`config.mk`:
```
export PLATFORM = sky130hd
export DESIGN_NAME = encode_imm_arith
export DESIGN_NICKNAME = d
export VERILOG_FILES = /design/src/rtl/instr_type_pkg.sv /design/src/rtl/encode_imm_arith_pack.sv /design/src/rtl/encode_imm_arith.sv
export SDC_FILE = /design/constraint.sdc
export NUM_CORES = 1
export LEC_CHECK = 0
export CAP_MARGIN = 20
export CORE_MARGIN = 2
export CORE_UTILIZATION = 41
export DETAILED_ROUTE_END_ITERATION = 10
export PLACE_DENSITY = 0.76
export SLEW_MARGIN = 20
export SYNTH_ARGS = -nofsm -noshare
export SYNTH_HDL_FRONTEND = slang
export SYNTH_HIERARCHICAL = 1
export SYNTH_SLANG_ARGS = --single-unit
```
`constraint.sdc`:
```
create_clock -name clk -period 4.7 [get_ports clk]
set_input_delay 1.175 -clock clk [delete_from_list [all_inputs] [get_ports clk]]
set_output_delay 1.175 -clock clk [all_outputs]
set_load 0.01 [all_outputs]
```
`src/rtl/instr_type_pkg.sv`:
```
// Shared types and RV32I OP-IMM encoding constants for the immediate-arithmetic
// encoder. Build option: ENCODE_IMM_ARITH_SHAMT_CHECK_EN (see imm_arith_pack).
package instr_type;

  typedef enum logic [3:0] {
    IAK_INVALID = 4'd0,
    IAK_ADDI    = 4'd1,
    IAK_SLTI    = 4'd2,
    IAK_SLTIU   = 4'd3,
    IAK_XORI    = 4'd4,
    IAK_ORI     = 4'd5,
    IAK_ANDI    = 4'd6,
    IAK_SLLI    = 4'd7,
    IAK_SRLI    = 4'd8,
    IAK_SRAI    = 4'd9
  } imm_arith_kind_t;

  localparam logic [6:0] OPCODE_OP_IMM = 7'b0010011;

  localparam logic [2:0] F3_ADDI  = 3'b000;
  localparam logic [2:0] F3_SLLI  = 3'b001;
  localparam logic [2:0] F3_SLTI  = 3'b010;
  localparam logic [2:0] F3_SLTIU = 3'b011;
  localparam logic [2:0] F3_XORI  = 3'b100;
  localparam logic [2:0] F3_SRXI  = 3'b101;
  localparam logic [2:0] F3_ORI   = 3'b110;
  localparam logic [2:0] F3_ANDI  = 3'b111;

  localparam logic [6:0] FUNCT7_ZERO = 7'b0000000;
  localparam logic [6:0] FUNCT7_SRA  = 7'b0100000;

  // One FIFO entry: encoded word plus its invalid flag.
  typedef struct packed {
    logic [31:0] instr;
    logic        err;
  } imm_arith_word_t;

  typedef enum logic [1:0] {
    ST_EMPTY = 2'd0,
    ST_ONE   = 2'd1,
    ST_FULL  = 2'd2
  } fifo_state_t;

endpackage

```
`src/rtl/encode_imm_arith_pack.sv`:
```
// Combinational OP-IMM word formatter.
// Build option: ENCODE_IMM_ARITH_SHAMT_CHECK_EN -- when defined, a shift with
// any of imm[11:5] set is rejected as invalid instead of silently truncated.
import instr_type::*;

module imm_arith_pack (
  input  imm_arith_kind_t kind,
  input  logic [4:0]      rd,
  input  logic [4:0]      rs1,
  input  logic [11:0]     imm,
  output logic [31:0]     instr,
  output logic            err
);

  logic       w_ok;
  logic       w_shift;
  logic [2:0] w_f3;
  logic [6:0] w_f7;

  // Decode the kind into funct3/funct7 and whether it is a shift form.
  always_comb begin
    w_ok    = 1'b1;
    w_shift = 1'b0;
    w_f3    = F3_ADDI;
    w_f7    = FUNCT7_ZERO;
    case (kind)
      IAK_ADDI:  w_f3 = F3_ADDI;
      IAK_SLTI:  w_f3 = F3_SLTI;
      IAK_SLTIU: w_f3 = F3_SLTIU;
      IAK_XORI:  w_f3 = F3_XORI;
      IAK_ORI:   w_f3 = F3_ORI;
      IAK_ANDI:  w_f3 = F3_ANDI;
      IAK_SLLI:  begin w_f3 = F3_SLLI; w_shift = 1'b1; end
      IAK_SRLI:  begin w_f3 = F3_SRXI; w_shift = 1'b1; end
      IAK_SRAI:  begin w_f3 = F3_SRXI; w_shift = 1'b1; w_f7 = FUNCT7_SRA; end
      default:   w_ok = 1'b0;
    endcase
`ifdef ENCODE_IMM_ARITH_SHAMT_CHECK_EN
    if (w_shift && (imm[11:5] != 7'd0)) w_ok = 1'b0;
`else
`endif
  end

  // Assemble the word; invalid requests produce an all-zero word.
  always_comb begin
    instr = 32'h0;
    err   = 1'b1;
    if (w_ok) begin
      err = 1'b0;
      if (w_shift) instr = {w_f7, imm[4:0], rs1, w_f3, rd, OPCODE_OP_IMM};
      else         instr = {imm, rs1, w_f3, rd, OPCODE_OP_IMM};
    end
  end

endmodule

```
`src/rtl/encode_imm_arith.sv`:
```
// OP-IMM encoder front end: formats requests and buffers them in a 2-entry
// FIFO with valid/ready handshakes on both sides. Build option:
// ENCODE_IMM_ARITH_SHAMT_CHECK_EN (forwarded to imm_arith_pack).
//
// state    | meaning
// ST_EMPTY | no word buffered, out_valid=0
// ST_ONE   | one word at head, can push and pop together
// ST_FULL  | head and tail occupied, in_ready=0
import instr_type::*;

module encode_imm_arith (
  input  logic            clk,
  input  logic            rst,
  input  logic            in_valid,
  output logic            in_ready,
  input  imm_arith_kind_t kind,
  input  logic [4:0]      rd,
  input  logic [4:0]      rs1,
  input  logic [11:0]     imm,
  output logic            out_valid,
  input  logic            out_ready,
  output logic [31:0]     instr,
  output logic            err
);

  fifo_state_t     r_state;
  fifo_state_t     w_next_state;
  imm_arith_word_t r_head;
  imm_arith_word_t r_tail;
  imm_arith_word_t w_new;
  logic            r_in_ready;
  logic            w_push;
  logic            w_pop;

  imm_arith_pack u_pack (
    .kind  (kind),
    .rd    (rd),
    .rs1   (rs1),
    .imm   (imm),
    .instr (w_new.instr),
    .err   (w_new.err)
  );

  assign w_push    = in_valid && r_in_ready;
  assign w_pop     = (r_state != ST_EMPTY) && out_ready;
  assign in_ready  = r_in_ready;
  assign out_valid = (r_state != ST_EMPTY);
  assign instr     = r_head.instr;
  assign err       = r_head.err;

  // Next-state logic for the FIFO occupancy.
  always_comb begin
    w_next_state = r_state;
    case (r_state)
      ST_EMPTY: if (w_push) w_next_state = ST_ONE;
      ST_ONE: begin
        if (w_push && !w_pop)      w_next_state = ST_FULL;
        else if (!w_push && w_pop) w_next_state = ST_EMPTY;
      end
      ST_FULL:  if (w_pop) w_next_state = ST_ONE;
      default:  w_next_state = ST_EMPTY;
    endcase
  end

  // State register; in_ready is precomputed from the next state so it never
  // depends combinationally on out_ready.
  always_ff @(posedge clk or negedge rst) begin
    if (!rst) begin
      r_state    <= ST_EMPTY;
      r_in_ready <= 1'b0;
    end else begin
      r_state    <= w_next_state;
      r_in_ready <= (w_next_state != ST_FULL);
    end
  end

  // Storage update: head always holds the oldest word.
  always_ff @(posedge clk or negedge rst) begin
    if (!rst) begin
      r_head <= '0;
      r_tail <= '0;
    end else begin
      case (r_state)
        ST_EMPTY: if (w_push) r_head <= w_new;
        ST_ONE: begin
          if (w_push && w_pop) r_head <= w_new;
          else if (w_push)     r_tail <= w_new;
        end
        ST_FULL:  if (w_pop) r_head <= r_tail;
        default:  ;
      endcase
    end
  end

endmodule

```
======== Word-level counts from Yosys, hierarchy flattened ========
Cells that the tools add are included.
word-level totals
  register bits after elaboration ......... 69
  latch bits .............................. 0
  RAM bits ................................ 0
  memory bits (read-only) ................. 0
  output and inout port bits .............. 35
  logic and storage cells ................. 53
  memories kept ........................... 0
operators by class
  add/subtract/negate cells ............... 0
  multipliers ............................. 0
  div/mod/pow operators ................... 0
  magnitude comparators ................... 0
  equal/unequal tests ..................... 15
  shifts and indexed selects .............. 0
  mux-type cells .......................... 16
  bitwise gates (word level) .............. 1
  reduce and logical (&&, ||, !) cells .... 15
operators by type and width
  operator              number
  $mux W33              3
  $pmux W33 S3          1
  $mux W32              2
  $pmux W3 S7           1
  $eq A4 B3 Y1 const B  4
  $reduce_or A9 Y1      1
  $eq A4 B2 Y1 const B  2
  $eq A4 B4 Y1 const B  2
  $mux W2               4
  $ne A2 B2 Y1 const B  4
  $mux W6               1
  $pmux W2 S3           1
  $logic_and A1 B1 Y1   5
  $eq A4 B1 Y1 const B  1
  $reduce_and A4 Y1     1
  $mux W1               3
  $reduce_and A3 Y1     1
  $reduce_bool A3 Y1    1
  $reduce_or A3 Y1      1
  $eq A2 B1 Y1 const B  1
  $eq A2 B2 Y1 const B  1
  $logic_not A1 Y1      2
  $logic_not A2 Y1      1
  $reduce_bool A2 Y1    1
  2 further kinds       2

======== Logic depth before layout (Yosys ltp) ========
Gate-level depths: netlist of run 1.
  depth after elaboration ................. 7
  mapped depth ............................ 7
  gate-level depth less buffers ........... 4

======== By module ========
The synthesis of run 1 kept the hierarchy.
by module, submodules not included
  module            times used  cells each  area an instance (um^2)
  encode_imm_arith  1           199         3006.6
  imm_arith_pack    1           55          436.7

======== Worst setup path before layout of run 1 ========
No wires, ideal clock.
  path type ............................... input port to flip-flop
  start point ............................. input kind[1]
  end point ............................... register r_head, in the netlist instr[1]
  setup time .............................. 0.119 ns
  arrival ................................. 2.520 ns
  slack ................................... 2.061 ns
  stages on the path ...................... 7
  buffers on the path ..................... 3
  cell sequence ........................... buf_4 nor4_4 buf_6 nor2_1 buf_4 o32a_1 o21a_1
RTL lines
  item                  line                    source
  from (decl)           encode_imm_arith.sv:16  input imm_arith_kind_t kind,
  to (signal assigned)  encode_imm_arith.sv:84  ST_EMPTY: if (w_push) r_head <= w_new;
  to (signal assigned)  encode_imm_arith.sv:86  if (w_push && w_pop) r_head <= w_new;
  to (signal assigned)  encode_imm_arith.sv:89  ST_FULL: if (w_pop) r_head <= r_tail;
  to (decl)             encode_imm_arith.sv:28  imm_arith_word_t r_head;

======== Final worst setup path of run 1 ========
  start point ............................. input kind[3]
  end point ............................... register r_head, in the netlist instr[4]
between the ends
  word-level cells in the longest chain between the ends .. 6
  elaborated cells on any way between the ends .. 15
ends and longest elaborated chain
  item                                  line                                            source
  $eq A4 B1 Y1 (tied with other cells)  encode_imm_arith_pack.sv:26                     case (kind)
  $reduce_or A9 Y1 (no line) *          --
  $mux W1 *                             encode_imm_arith_pack.sv:26
  $mux W32 *                            encode_imm_arith_pack.sv:48                     if (w_ok) begin
  $mux W33 (on tied branches)           encode_imm_arith.sv:86, encode_imm_arith.sv:84
  $pmux W33 S3 *                        encode_imm_arith.sv:83                          case (r_state)
Mark *: on every way between the ends. The rest lies on a longest branch, timed or not. The select of a mux whose other input is x is not followed.
A chain may end at the register's enable or synchronous reset.

==> impl_metrics.json, run 1 <==
{
  "outcome": "finished clean",
  "min_period_ns": 3.366,
  "drc": 0,
  "grt_max_degree": 70,
  "tightestPinTransition_ns": 0.9547,
  "period_share": 0.7162,
  "fmax_mhz": 297.1,
  "num-nets-final": 336,
  "die_area_um2": 9147,
  "path_clk_slew_ns": 0.07,
  "ys_top_cells_by_count": "dfrtp_1 (69), o21a_1 (33), o32a_1 (33), mux2_4 (30), nor3b_1 (13)",
  "endpoint": "instr[4]",
  "synth_area_um2": 3443,
  "maxSlewHeadroom": 0.3587,
  "num_io_pins": 65,
  "clkLatencyLatePin_ns": 0.35,
  "layout-drive-gt1-share": 0.2090,
  "synth_top_area_cell": "dfrtp_1",
  "finalHoldViolations": 0,
  "crit_arrival_ns": 3.60,
  "startpoint_type": "input pin",
  "synth_seq_area_share": 0.5015,
  "first_iter_violations": 130,
  "synth-main-ff-cell": "dfrtp_1",
  "tns_ns": 0,
  "fp.coreArea_um2": 8175,
  "synth_most_common_cell": "dfrtp_1",
  "worst_hold_path_type": "flip-flop to flip-flop",
  "synth_async_sr_flop_share": 1.000,
  "power.total_mw": 2.722,
  "antenna_cells": 0,
  "leakagePower_nw": 1.738,
  "crit_path_start": "kind[3]",
  "overflow": 0,
  "yosys_warnings": 6,
  "portBuffers": 64,
  "cts_max_level": 3,
  "antenna_found_initial": 0,
  "worst_slack_ns": 1.334,
  "gp_congestion": 0.7239,
  "die_w_um": 95.64,
  "cts_resized": 0,
  "endpoint_kind": "flip-flop",
  "final_util": 0.5265,
  "cts_made_buffers": 9,
  "grt_pass1_wl_um": 12400,
  "avgRoutedWirePerCell_um": 18.38,
  "rsz0062_at_grt": "false",
  "finalSetupViolations": 0,
  "max_cap_violations": 0,
  "cts-root-buf": "clkbuf_8",
  "row_count": 33,
  "final_antenna_net_count": 0,
  "hold_buffers": 0,
  "dp_slack_ns": 1.013,
  "routed_via_density": 5.541,
  "r2r_start": "r_state[1]",
  "timing.hold.ws_ns": 0.4901,
  "post_cts_buffers": 0,
  "required_ns": 4.94,
  "finClkSkew_ns": 0.008905,
  "rr_worst_depth": 4,
  "power_density_nw_per_um2": 632.4,
  "cts.sinks": 69,
  "hpwlAfterDp_um": 4744,
  "synth_edf_count": 0,
  "cts_tree": "yes",
  "grt_pass1_vias": 2410,
  "regToRegSetupSlack_ns": 2.56,
  "fp.dieH_um": 95.64,
  "critical_path_class": "input pin to flip-flop",
  "via_count": 2305,
  "crit_fanout": 17,
  "ir_worst_vdd_mv": 0.3325,
  "initial_core_util": 0.4212,
  "synth_top_area_frac": 0.5015,
  "ys_ff_latch": 69,
  "synth.distinct_cells": 35,
  "synthCells": 254,
  "clockBufferDepth": 2,
  "grt.total_usage": 0.1794,
  "synth_area_leaders": "dfrtp_1 (50%), mux2_4 (13%), o32a_1 (9.6%), o21a_1 (7.2%), nor3b_1 (2.8%)",
  "slew_violations": 0,
  "wl_um": 7645,
  "drt_first_pass_iters": 4,
  "area_growth_pct": 25.00,
  "synth_area_per_cell_um2": 13.56,
  "r2r-end": "r_tail[21]"
}
## metrics by stage
step           instances  instance area (um^2)
2_1_floorplan        257                  3455
3_3_place_gp         400                  4045
3_5_place_dp         400                  4045
4_1_cts              416                  4304
5_1_grt              416                  4304
6_report             416                  4304
## report_power, final
part	leakage [nW]	internal [mW]	switching, mW	total, mW
sequential	0.828	0.880	0.173	1.05
combinational	0.781	0.661	0.387	1.05
clock	0.130	0.397	0.224	0.621
## kinds of logic after synthesis
group,share of synthesized area
AO/OA/AOI/OAI,0.1915
XOR/XNOR,0.002544
buffers and inverters,0.06758
flip-flops,0.5015
multiplexers,0.1464
other,0.001089
AND/OR/NAND/NOR,0.08939
## worst max-delay path: stages
cell and delay (ns):
clkdlybuf4s50_1 0.71, nor4_4 0.92, nor2_1 0.28, o32a_1 0.41, o21a_1 0.11
## routing by layer
metal | share of wire | up-vias | track usage
met5 | 0 | - | 0
met4 | 0.0088 | 0 | 0.05000
met3 | 0.048 | 6 | 0.05059
met2 | 0.48 | 50 | 0.2960
met1 | 0.47 | 1188 | 0.2308
li1 | - | 1061 | -
## final cells by class
cell class | instances | area, um^2
clock inverters | 3 | 90.09
fillers | 713 | 3871
flip-flops and latches | 69 | 1727
clock buffers | 13 | 168.9
well taps | 105 | 131.4
multi-input cells | 157 | 1511
repair buffers | 69 | 675.6
## state kept, by name (all words and copies together) (netlist names)
| register | flops |
|---|---|
| in_ready | 1 |
| r_state | 2 |
| r_tail | 33 |
| instr | 32 |
| err | 1 |
## layout by cell type, fill, tap and decap left out, types with 6 or more instances in the layout
cell	synthesis	routed
dfrtp_1	69	69
clkdlybuf4s50_1	0	63
o32a_1	33	33
o21a_1	33	33
mux2_4	30	30
nor3b_1	13	13
clkbuf_8	0	12
buf_4	9	6
nor4b_1	6	6
## worst min path at each step
stage,start,to,slack [ns],depth (start not counted)
floorplan,r_tail[0],r_tail[0],0.48,1
global placement,instr[20],instr[20],0.47,1
detailed placement,instr[14],instr[14],0.48,1
CTS,instr[23],instr[23],0.50,1
global route,instr[13],instr[13],0.51,1
finish,instr[14],instr[14],0.49,1
Power figures use the tool's default switching activity.
==> run 2: changes to the inputs <==
clock period = 3.4 ns   (was 4.7 ns; I/O delays follow)
==> run 2 against run 1 <==
Effect of this change:
- combinational power is 40% higher
- worst hold slack better by 0.0016 ns
- clock-buffer cell count is 2 lower
- worst setup slack worse by 0.59 ns
- via count is 2.4% higher
- flip-flop and latch count stayed put
- cell area is 0.47% lower
- die area stayed put
- sequential share of layout area is 0.19 points higher
- critical path type unchanged
- critical endpoint is now instr[29]
==> impl_metrics.json, run 2 (synthesis results as in run 1) <==
{
  "antenna_cells": 0,
  "leakagePower_nw": 1.732,
  "layout-drive-gt1-share": 0.2215,
  "cts_resized": 0,
  "worst_hold_path_type": "flip-flop to flip-flop",
  "die_w_um": 95.64,
  "power.total_mw": 3.602,
  "finalHoldViolations": 0,
  "grt_pass1_wl_um": 12980,
  "num_io_pins": 65,
  "hold_buffers": 0,
  "row_count": 33,
  "tightestPinTransition_ns": 0.9520,
  "endpoint_kind": "flip-flop",
  "path_clk_slew_ns": 0.07,
  "dpl_cell_area_um2": 4083,
  "grt.total_usage": 0.1867,
  "max_cap_violations": 0,
  "ir_worst_vdd_mv": 0.4156,
  "cts-root-buf": "clkbuf_8",
  "timing.hold.ws_ns": 0.4917,
  "first_iter_violations": 123,
  "finClkSkew_ns": 0.01689,
  "r2r-end": "instr[20]",
  "hpwlAfterDp_um": 5096,
  "routed_via_density": 5.608,
  "clkLatencyLatePin_ns": 0.36,
  "fp.dieH_um": 95.64,
  "fp.coreArea_um2": 8175,
  "cts_tree": "yes",
  "slew_violations": 0,
  "fmax_mhz": 376.4,
  "final_antenna_net_count": 0,
  "gp_congestion": 0.7230,
  "final_cell_mix": "dfrtp_1 (69), clkdlybuf4s50_1 (63), o32a_1 (33), o21a_1 (33), mux2_4 (30)",
  "tns_ns": 0,
  "area_growth_pct": 24.42,
  "maxSlewHeadroom": 0.3629,
  "nFillCells": 714,
  "final_util": 0.5240,
  "rsz0062_at_grt": "false",
  "crit_path_start": "kind[1]",
  "period_share": 0.7813,
  "avgRoutedWirePerCell_um": 18.71,
  "antenna_found_initial": 0,
  "largest_reg_flops": 33,
  "finalSetupViolations": 0,
  "portBuffers": 64,
  "grt_max_degree": 70,
  "crit_fanout": 10,
  "final_common_cell": "dfrtp_1",
  "startpoint_type": "input pin",
  "outcome": "finished clean",
  "initial_core_util": 0.4212,
  "cts.sinks": 69,
  "drc": 0,
  "power_density_nw_per_um2": 840.8,
  "wl_um": 7875,
  "stdcell_area_um2": 4284,
  "regMostFlops": "r_tail",
  "required_ns": 3.63,
  "r2r_start": "r_state[1]",
  "drt_first_pass_iters": 4,
  "via_count": 2361,
  "critical_path_class": "input pin to flip-flop",
  "clockBufferDepth": 2,
  "grt_pass1_vias": 2519,
  "overflow": 0,
  "regToRegSetupSlack_ns": 1.68,
  "hp-start": "instr[19]",
  "post_cts_buffers": 0,
  "num-nets-final": 341,
  "cts_made_buffers": 9,
  "rr_worst_depth": 3,
  "min_period_ns": 2.657,
  "cts_max_level": 3,
  "die_area_um2": 9147,
  "endpoint": "instr[29]",
  "crit_arrival_ns": 2.89
}
-- run 2: cell count changes in the layout (fill, tap and decap cells not counted), sizes merged --
| cell | change |
|---|---|
| buf | +5 |
| clkinv | +3 |
| clkinvlp | +1 |
| bufinv | -2 |
| clkbuf | -2 |
-- run 2: power breakdown --
| group | total [mW] | switching (mW) | internal (mW) |
|---|---|---|---|
| logic | 1.47 | 0.545 | 0.920 |
| registers | 1.45 | 0.238 | 1.22 |
| clock network | 0.683 | 0.323 | 0.360 |
| total | 3.60 | 1.11 | 2.50 |
-- run 2: area by class of cell --
type / instances / area [um^2] / area share
repair buffers: 74 / 713.2 / 0.1665
multi-input cells: 157 / 1511 / 0.3528
clock buffers: 11 / 141.4 / 0.03300
clock inverters: 5 / 60.06 / 0.01402
well taps: 105 / 131.4 / 0.03067
flip-flops and latches: 69 / 1727 / 0.4030
-- run 2: worst min-delay path by stage --
| stage | to | slack [ns] | cells past startpoint |
|---|---|---|---|
| floorplan | r_tail[0] | 0.48 | 1 |
| global placement | instr[20] | 0.47 | 1 |
| detailed placement | instr[19] | 0.48 | 1 |
| CTS | instr[19] | 0.50 | 1 |
| global route | instr[19] | 0.50 | 1 |
| finish | instr[19] | 0.49 | 1 |
-- run 2: metal layers --
layer / track usage / vias to the layer above / routed length [um]
li1: - / 1069 / -
met1: 0.2506 / 1223 / 3584
met2: 0.2955 / 62 / 3874
met3: 0.04980 / 7 / 340
met4: 0.05833 / 0 / 75
met5: 0 / - / 0
-- run 2: worst max-delay path, stage by stage --
cell	delay, ns
clkdlybuf4s50_1	0.60
nor3_1	0.74
nor4b_1	0.20
o32a_1	0.40
o21a_1	0.11
-- run 2: stage by stage --
| stage | setup WS (ns) | instances |
|---|---|---|
| 6_report | 0.7435 | 421 |
| 5_1_grt | 0.6141 | 421 |
| 3_5_place_dp | 0.3897 | 405 |
| 2_1_floorplan | 1.086 | 257 |
| 4_1_cts | 0.7513 | 421 |
| 3_3_place_gp | 0.4469 | 405 |
==> run 3: changes to the inputs <==
clock period = 2.6 ns   (was 3.4 ns; I/O delays follow)
==> run 3 against run 2 <==
Effect of this change:
- utilization rose by 0.77 points
- combinational power rose by 30%
- worst setup slack got worse by 0.42 ns
- critical path depth rose by 1
- cell area rose by 1.5%
- final cell count rose by 0.48%
- wire length fell by 3.3%
- critical endpoint is now instr[25]
==> impl_metrics.json, run 3 (synthesis results as in run 1) <==
{
  "timing.hold.ws_ns": 0.4067,
  "tightestPinTransition_ns": 0.9204,
  "hold_buffers": 0,
  "row_count": 33,
  "path_delay_family": "buffers and inverters",
  "antenna_cells": 0,
  "startpoint_type": "input pin",
  "fmax_mhz": 439.3,
  "die_area_um2": 9147,
  "cts_resized": 0,
  "via_count": 2338,
  "tns_ns": 0,
  "largest_reg_flops": 33,
  "clkLatencyLatePin_ns": 0.34,
  "cts_made_buffers": 9,
  "ir_worst_vdd_mv": 0.6213,
  "final_antenna_net_count": 0,
  "power_density_nw_per_um2": 1103,
  "wl_um": 7612,
  "leakagePower_nw": 1.766,
  "cts.sinks": 69,
  "grt.total_usage": 0.1829,
  "clockBufferDepth": 2,
  "initial_core_util": 0.4212,
  "final_common_cell": "dfrtp_1",
  "drc": 0,
  "layout-drive-gt1-share": 0.2296,
  "stdcell_area_um2": 4347,
  "p_int_mw": 3.366,
  "die_w_um": 95.64,
  "num_io_pins": 65,
  "p_sw_mw": 1.430,
  "power.total_mw": 4.796,
  "dpl_cell_area_um2": 4123,
  "routed_via_density": 5.527,
  "finalHoldViolations": 0,
  "cts-root-buf": "clkbuf_8",
  "min_period_ns": 2.276,
  "combPwrFrac": 0.399,
  "gp_congestion": 0.7355,
  "path_clk_slew_ns": 0.08,
  "first_iter_violations": 107,
  "avgRoutedWirePerCell_um": 18.00,
  "overflow": 0,
  "portBuffers": 64,
  "fp.coreArea_um2": 8175,
  "slew_violations": 0,
  "num-nets-final": 343,
  "hpwlAfterDp_um": 4801,
  "crit_arrival_ns": 2.56,
  "grt_pass1_vias": 2494,
  "grt_max_degree": 70,
  "cts_tree": "yes",
  "critical_path_buf_inv_count": 2,
  "cts_max_level": 3,
  "regMostFlops": "r_tail",
  "worst_hold_path_type": "input pin to async pin",
  "outcome": "finished clean",
  "period_share": 0.8755,
  "fp.dieH_um": 95.64,
  "drt_first_pass_iters": 4,
  "antenna_found_initial": 0,
  "clockPowerShare": 0.205,
  "area_growth_pct": 26.24,
  "slowest_stage": "clkdlybuf4s50_1",
  "worstPathCellList": "clkdlybuf4s50_1 > nor3_1 > buf_4 > nor4b_1 > o32a_1 > o21a_1",
  "rsz0062_at_grt": "false",
  "max_cap_violations": 0,
  "cpPeakStageDelay_ns": 0.71,
  "maxSlewHeadroom": 0.3841,
  "required_ns": 2.89,
  "finClkSkew_ns": 0.004552,
  "finalSetupViolations": 0,
  "grt_pass1_wl_um": 12770,
  "swShare": 0.2982,
  "post_cts_buffers": 0,
  "crit_fanout": 10,
  "final_cell_mix": "dfrtp_1 (69), clkdlybuf4s50_1 (63), o32a_1 (33), o21a_1 (33), mux2_4 (30)",
  "endpoint_kind": "flip-flop",
  "critical_path_class": "input pin to flip-flop",
  "seq_power_share": 0.396
}
[run 3: cell count changes in the layout (fill, tap and decap cells not counted), sizes merged]
cell / previous run / this run
bufinv: 1 / 2
clkbuf: 11 / 10
buf: 11 / 13
[run 3: power groups by stage]
stage | clock network (mW) | logic [mW] | registers (mW)
6_report | 0.983 | 1.91 | 1.90
5_1_grt | 1.05 | 2.07 | 1.97
4_1_cts | 1.01 | 1.94 | 1.90
3_5_place_dp | 0 | 1.93 | 1.91
3_3_place_gp | 0 | 1.90 | 1.89
2_1_floorplan | 0 | 1.04 | 1.97
[run 3: worst paths after layout]
path	startpoint	to	slack [ns]	cells past startpoint
max	kind[1]	instr[25]	0.32	6
min	rst	r_tail[3]	0.41	1
max reg2reg	r_state[1]	instr[10]	0.90	3
min reg2reg	instr[11]	instr[11]	0.49	1
max in group asynchronous	rst	r_tail[31]	1.63	1
min in group clk	instr[11]	instr[11]	0.49	1
[run 3: worst reg2reg max path: stages, from the launching register on]
cell	delay, ns
dfrtp_1	0.43
nand3b_1	0.24
o21ai_4	0.77
o21a_1	0.20
[run 3: per-layer routing]
layer | global-route usage | up-vias | part of all wire
met5 | 0 | - | 0
met4 | 0.04048 | 0 | 0.0051
met3 | 0.04743 | 5 | 0.041
met2 | 0.2937 | 50 | 0.49
met1 | 0.2497 | 1205 | 0.47
li1 | - | 1078 | -
[run 3: through the flow]
step | utilization | setup slack (ns) | cells
after floorplan | - | 0.4860 | 257
after global placement | 0.5043 | 0.1576 | 407
after detailed placement | 0.5043 | 0.07713 | 407
after CTS | 0.5317 | 0.3514 | 423
after global routing | 0.5317 | 0.2397 | 423
final | 0.5317 | 0.3237 | 423
[run 3: final cells by class]
type | instances | area [um^2]
Fill cell | 709 | 3829
Sequential cell | 69 | 1727
Multi-Input combinational cell | 157 | 1511
Timing Repair Buffer | 76 | 753.2
Clock buffer | 10 | 137.6
Tap cell | 105 | 131.4
Clock inverter | 6 | 86.33
